$ cat src/rtl/chunked_serial_subtractor.sv
// rtl/chunked_serial_subtractor.sv - multi-cycle chunked subtractor (diff = a - b - bin), optional ovf via SUBTRACTOR_OVERFLOW_EN
module chunked_serial_subtractor #(
  parameter int WIDTH = 8,
  parameter int CHUNK = 2
) (
  input  logic             clk,
  input  logic             rst,
  input  logic             start,
  input  logic [WIDTH-1:0] a,
  input  logic [WIDTH-1:0] b,
  input  logic             bin,
  output logic             busy,
  output logic             done,
  output logic [WIDTH-1:0] diff,
  output logic             bout
`ifdef SUBTRACTOR_OVERFLOW_EN
  ,
  output logic             ovf
`endif
);

  localparam int NCH   = WIDTH / CHUNK;
  localparam int CNT_W = (NCH > 1) ? $clog2(NCH) : 1;
  localparam logic [CNT_W-1:0] LAST_CNT = CNT_W'(NCH - 1);

  localparam logic [0:0] ST_IDLE = 1'b0;
  localparam logic [0:0] ST_RUN  = 1'b1;

  // Control state
  logic [0:0]       state_q, state_d;
  logic [CNT_W-1:0] cnt_q, cnt_d;

  // Working operands shift right one chunk per cycle, so the active chunk is always the low bits
  logic [WIDTH-1:0] a_q, a_d;
  logic [WIDTH-1:0] b_q, b_d;
  logic             borrow_q, borrow_d;

  // Working difference fills from the top as chunks arrive LSB-first
  logic [WIDTH-1:0] wdiff_q, wdiff_d;

  // Published results; only move on the publish edge
  logic [WIDTH-1:0] diff_q, diff_d;
  logic             bout_q, bout_d;
  logic             done_q, done_d;
`ifdef SUBTRACTOR_OVERFLOW_EN
  logic             ovf_q, ovf_d;
  logic             msb_borrow_in;
`endif

  // Chunk datapath signals
  logic [CHUNK-1:0] a_chunk;
  logic [CHUNK-1:0] b_chunk;
  logic [CHUNK-1:0] d_chunk;
  logic             borrow_next;
  logic [WIDTH-1:0] d_ext;
  logic [WIDTH-1:0] wdiff_next;

  // One chunk of subtraction with borrow, and the working diff after inserting it at the top
  always_comb begin
    a_chunk = a_q[CHUNK-1:0];
    b_chunk = b_q[CHUNK-1:0];
    {borrow_next, d_chunk} = {1'b0, a_chunk} - {1'b0, b_chunk} - {{CHUNK{1'b0}}, borrow_q};
    d_ext = '0;
    d_ext[CHUNK-1:0] = d_chunk;
    wdiff_next = (wdiff_q >> CHUNK) | (d_ext << (WIDTH - CHUNK));
`ifdef SUBTRACTOR_OVERFLOW_EN
    // Borrow into the top bit is recoverable from the sum bit: d = a ^ b ^ borrow_in
    msb_borrow_in = a_chunk[CHUNK-1] ^ b_chunk[CHUNK-1] ^ d_chunk[CHUNK-1];
`endif
  end

  // Next-state logic: capture in IDLE, one chunk per cycle in RUN, publish on the last chunk
  always_comb begin
    state_d  = state_q;
    cnt_d    = cnt_q;
    a_d      = a_q;
    b_d      = b_q;
    borrow_d = borrow_q;
    wdiff_d  = wdiff_q;
    diff_d   = diff_q;
    bout_d   = bout_q;
    done_d   = 1'b0;
`ifdef SUBTRACTOR_OVERFLOW_EN
    ovf_d    = ovf_q;
`endif
    case (state_q)
      ST_IDLE: begin
        if (start) begin
          a_d      = a;
          b_d      = b;
          borrow_d = bin;
          cnt_d    = '0;
          wdiff_d  = '0;
          state_d  = ST_RUN;
        end
      end
      ST_RUN: begin
        a_d      = a_q >> CHUNK;
        b_d      = b_q >> CHUNK;
        borrow_d = borrow_next;
        wdiff_d  = wdiff_next;
        cnt_d    = cnt_q + 1'b1;
        if (cnt_q == LAST_CNT) begin
          diff_d  = wdiff_next;
          bout_d  = borrow_next;
          done_d  = 1'b1;
          cnt_d   = '0;
          state_d = ST_IDLE;
`ifdef SUBTRACTOR_OVERFLOW_EN
          ovf_d   = msb_borrow_in ^ borrow_next;
`endif
        end
      end
      default: begin
        state_d = ST_IDLE;
      end
    endcase
  end

  // State registers with asynchronous active-low reset
  always_ff @(posedge clk or negedge rst) begin
    if (!rst) begin
      state_q  <= ST_IDLE;
      cnt_q    <= '0;
      a_q      <= '0;
      b_q      <= '0;
      borrow_q <= 1'b0;
      wdiff_q  <= '0;
      diff_q   <= '0;
      bout_q   <= 1'b0;
      done_q   <= 1'b0;
`ifdef SUBTRACTOR_OVERFLOW_EN
      ovf_q    <= 1'b0;
`endif
    end else begin
      state_q  <= state_d;
      cnt_q    <= cnt_d;
      a_q      <= a_d;
      b_q      <= b_d;
      borrow_q <= borrow_d;
      wdiff_q  <= wdiff_d;
      diff_q   <= diff_d;
      bout_q   <= bout_d;
      done_q   <= done_d;
`ifdef SUBTRACTOR_OVERFLOW_EN
      ovf_q    <= ovf_d;
`endif
    end
  end

  assign busy = (state_q == ST_RUN);
  assign done = done_q;
  assign diff = diff_q;
  assign bout = bout_q;
`ifdef SUBTRACTOR_OVERFLOW_EN
  assign ovf  = ovf_q;
`endif

endmodule

$ cat config.mk
export PLATFORM = sky130hd
export DESIGN_NAME = chunked_serial_subtractor
export DESIGN_NICKNAME = d
export VERILOG_FILES = /design/src/rtl/chunked_serial_subtractor.sv
export SDC_FILE = /design/constraint.sdc
export NUM_CORES = 1
export LEC_CHECK = 0
export CAP_MARGIN = 5
export CORE_UTILIZATION = 50
export CTS_BUF_LIST = sky130_fd_sc_hd__clkbuf_4
export DETAILED_ROUTE_END_ITERATION = 12
export GPL_TIMING_DRIVEN = 0
export PLACE_DENSITY = 0.84
export SLEW_MARGIN = 20
export SYNTH_ARGS = -nofsm -noshare
export SYNTH_HDL_FRONTEND = slang
export SYNTH_SLANG_ARGS = --single-unit
$ cat constraint.sdc
create_clock -name clk -period 3.85 [get_ports clk]
set_input_delay 0.5775 -clock clk [delete_from_list [all_inputs] [get_ports clk]]
set_output_delay 0.5775 -clock clk [all_outputs]
set_load 0.02 [all_outputs]
==> out/metrics.cfg <==
[grt]
grt_pass1_wl_um=5175
grt_use_total_pct=20.31
overflow=0
grt_pass1_vias=1203
grt_max_degree=26
antenna_found_initial=0

[sta]
slew_viol_final=0
post-route-period-util_pct=60.89
fin_worst_skew_ns=0.008921
finalSetupTns_ns=0
report.final.hold_viol_count=0
min_period_ns=2.344
holdWs_ns=0.1127
setup_viol=0
worst_slew_pin_slew_ns=0.2996
fmax_ghz=0.4266
maxSlewHeadroom_pct=80.03
rsz0062_at_grt=no
fin_ws_ns=1.506

[logic_synthesis]
synth-edff-count=0
syn-cell-area_mm2=0.001647
synthAdderAreaFrac_pct=4.711
syn_inst=131
synth_area_per_cell_um2=12.57
synth_flop_cell=dfrtp_1
ys_seq_elements=36
synthSimpleGateAreaFrac_pct=7.599
synthArstFlopShare_pct=100.0
yosys_warnings=0
synthMuxAreaShare_pct=19.45
synth_compound_area_share_pct=6.915
syn-num-nets=156
seq_area_frac_synth_pct=54.71
synth_top_family_by_area=multiplexers
synth_xor_area_share_pct=0.5319
synth_cell_types=22

[clocking]
numClockSinks=36
cts_buffer_depth=2
cts_tree=built
cts_setup_buffers=0
htree_levels=2
cts_made_buffers=5
insertion_delay_ns=0.33
cts.repair.resized=0
clk_pin_slew_worst_paths_ns=0.11
postCtsHoldBufs=0
root_buffer=clkbuf_4

[power]
p_comb_share_pct=48.4
p_seq_share_pct=39.6
p_sw_uw=581.3
switching_share_pct=36.15
intPower_uw=1026
p_leak_uw=0.001016
vdd_drop_max_mv=0.3114
p_per_area_mw_per_mm2=778.7
power_frac_clock_pct=12.0

[placement]
dp_hpwl_um=2148
dpl_worst_slack_ns=1.527
gp_congestion=0.7857
buffer_ports.inserted=29

[critical_path]
r2r_start=a_q[0]$_DFFE_PN0P_
worstPathRequired_ns=4.08
cp-end-kind=register
critical_path_class=reg -> reg
r2r_slack_ns=1.51
r2r-end=diff[7]$_DFFE_PN0P_
ff2ff_path_depth=6
worst-endpoint-arrival_ns=2.57
critPathLaunchType=register
worstPathMaxFanout=2

[route]
ant_nets=0
dr.pass1.iters=3
viasPerCell=5.090
drt_iter0_markers=20
wl_um=2944
drcViolationCount=0
via_count=1079
wire_per_inst_um=13.89

[cells_and_area]
fill_cells=267
syn_to_final_growth_pct=25.38
drive_gt1_share_pct=16.07
diodes=0
nets=193
post-route-util_pct=67.07

[die]
dieArea_mm2=0.003527
fp.dieH_um=59.39
core-area_mm2=0.003078
io_pins=31
die_x_um=59.39
rows=20
start_util_pct=53.50

[job]
cap_violations=0

[min_path]
hold_path_class=in -> async

[status]
status=complete, no violations

[power groups by stage]
| stage | logic (µW) | clock network [µW] | registers [µW] |
|---|---|---|---|
| floorplan | 480 | 0 | 686 |
| global placement | 736 | 0 | 635 |
| detailed placement | 782 | 0 | 646 |
| CTS | 785 | 195 | 637 |
| global route | 853 | 216 | 653 |
| finish | 779 | 193 | 636 |
[routing by layer]
layer,GRT usage (%),wire length [µm],vias to the layer above,share of wire [%]
li1,-,-,513,-
met1,22.77,1278,530,43
met2,35.47,1460,28,50
met3,5.895,153,8,5.2
met4,9.184,52,0,1.8
met5,0,0,-,0
[metrics by stage]
stage | total power [µW] | cell area [µm²] | cells
detailed placement | 1428 | 2014 | 205
global placement | 1370 | 1992 | 204
floorplan | 1166 | 1647 | 131
finish | 1608 | 2064 | 212
CTS | 1617 | 2064 | 212
global route | 1721 | 2064 | 212
[worst max path at each step]
stage | startpoint | to | slack (ns)
after floorplan | a_q[0]$_DFFE_PN0P_ | diff[7]$_DFFE_PN0P_ | 1.62
after global placement | rst | b_q[2]$_DFFE_PN0P_ | 1.48
after detailed placement | a_q[0]$_DFFE_PN0P_ | diff[7]$_DFFE_PN0P_ | 1.53
after CTS | a_q[0]$_DFFE_PN0P_ | diff[7]$_DFFE_PN0P_ | 1.51
after global routing | a_q[0]$_DFFE_PN0P_ | diff[7]$_DFFE_PN0P_ | 1.45
final | a_q[0]$_DFFE_PN0P_ | diff[7]$_DFFE_PN0P_ | 1.51
[synth_stat cells (2+ instances only)]
cell type  count  area [µm²]
buf_2          2       10.01
inv_1          6       22.52
fa_1           2       40.04
nand2_1       15       56.30
dfrtp_1       36       900.9
mux2i_1       20       200.2
nand2b_1       4       25.02
nor2_1         5       18.77
ha_1           3       37.54
buf_6          4       45.04
a22o_1         3       26.28
mux2_4         8       120.1
o21ai_1       14       70.07
[kinds of logic after synthesis]
kind of cell               after synthesis
AOI/OAI and AO/OA                       20
xor gates and xnor gates                 1
adders and majority gates                5
buffers and inverters                   14
DFF                                     36
muxes                                   28
and+or+nand+nor                         27
[state kept, by name (all words and copies together) (netlist names)]
| name | flops |
|---|---|
| done | 1 |
| a_q | 8 |
| b_q | 8 |
| cnt_q | 2 |
| bout | 1 |
| borrow_q | 1 |
| wdiff_q | 6 |
| diff | 8 |
| busy | 1 |
[layout make-up]
| cell class | instances | area, µm² | area share (%) |
|---|---|---|---|
| flip-flops and latches | 36 | 900.9 | 43.64 |
| multi-input cells | 81 | 645.6 | 31.27 |
| repair buffers | 30 | 312.8 | 15.15 |
| plain buffers | 8 | 77.57 | 3.758 |
| well taps | 44 | 55.05 | 2.667 |
| clock buffers | 6 | 45.04 | 2.182 |
| inverters | 6 | 22.52 | 1.091 |
| clock inverters | 1 | 5.005 | 0.2424 |
[critical path, stage by stage (launching register included)]
cell and delay, ns:
dfrtp_1 0.42, fa_1 0.57, inv_1 0.05, ha_1 0.16
or2_2 0.28, fa_1 0.47, mux2_4 0.28
[cells in the final DEF, fill, tap and decap left out, drive strengths merged, types with 2 or more instances in the layout]
cell and count:
inv 6, buf 10, fa 2, nor2 5, mux2i 20, clkdlybuf4s50 28
dfrtp 36, o21ai 15, a22o 3, ha 3, mux2 8, clkbuf 6
nand2 16, nand2b 4
Power figures use the tool's default switching activity.
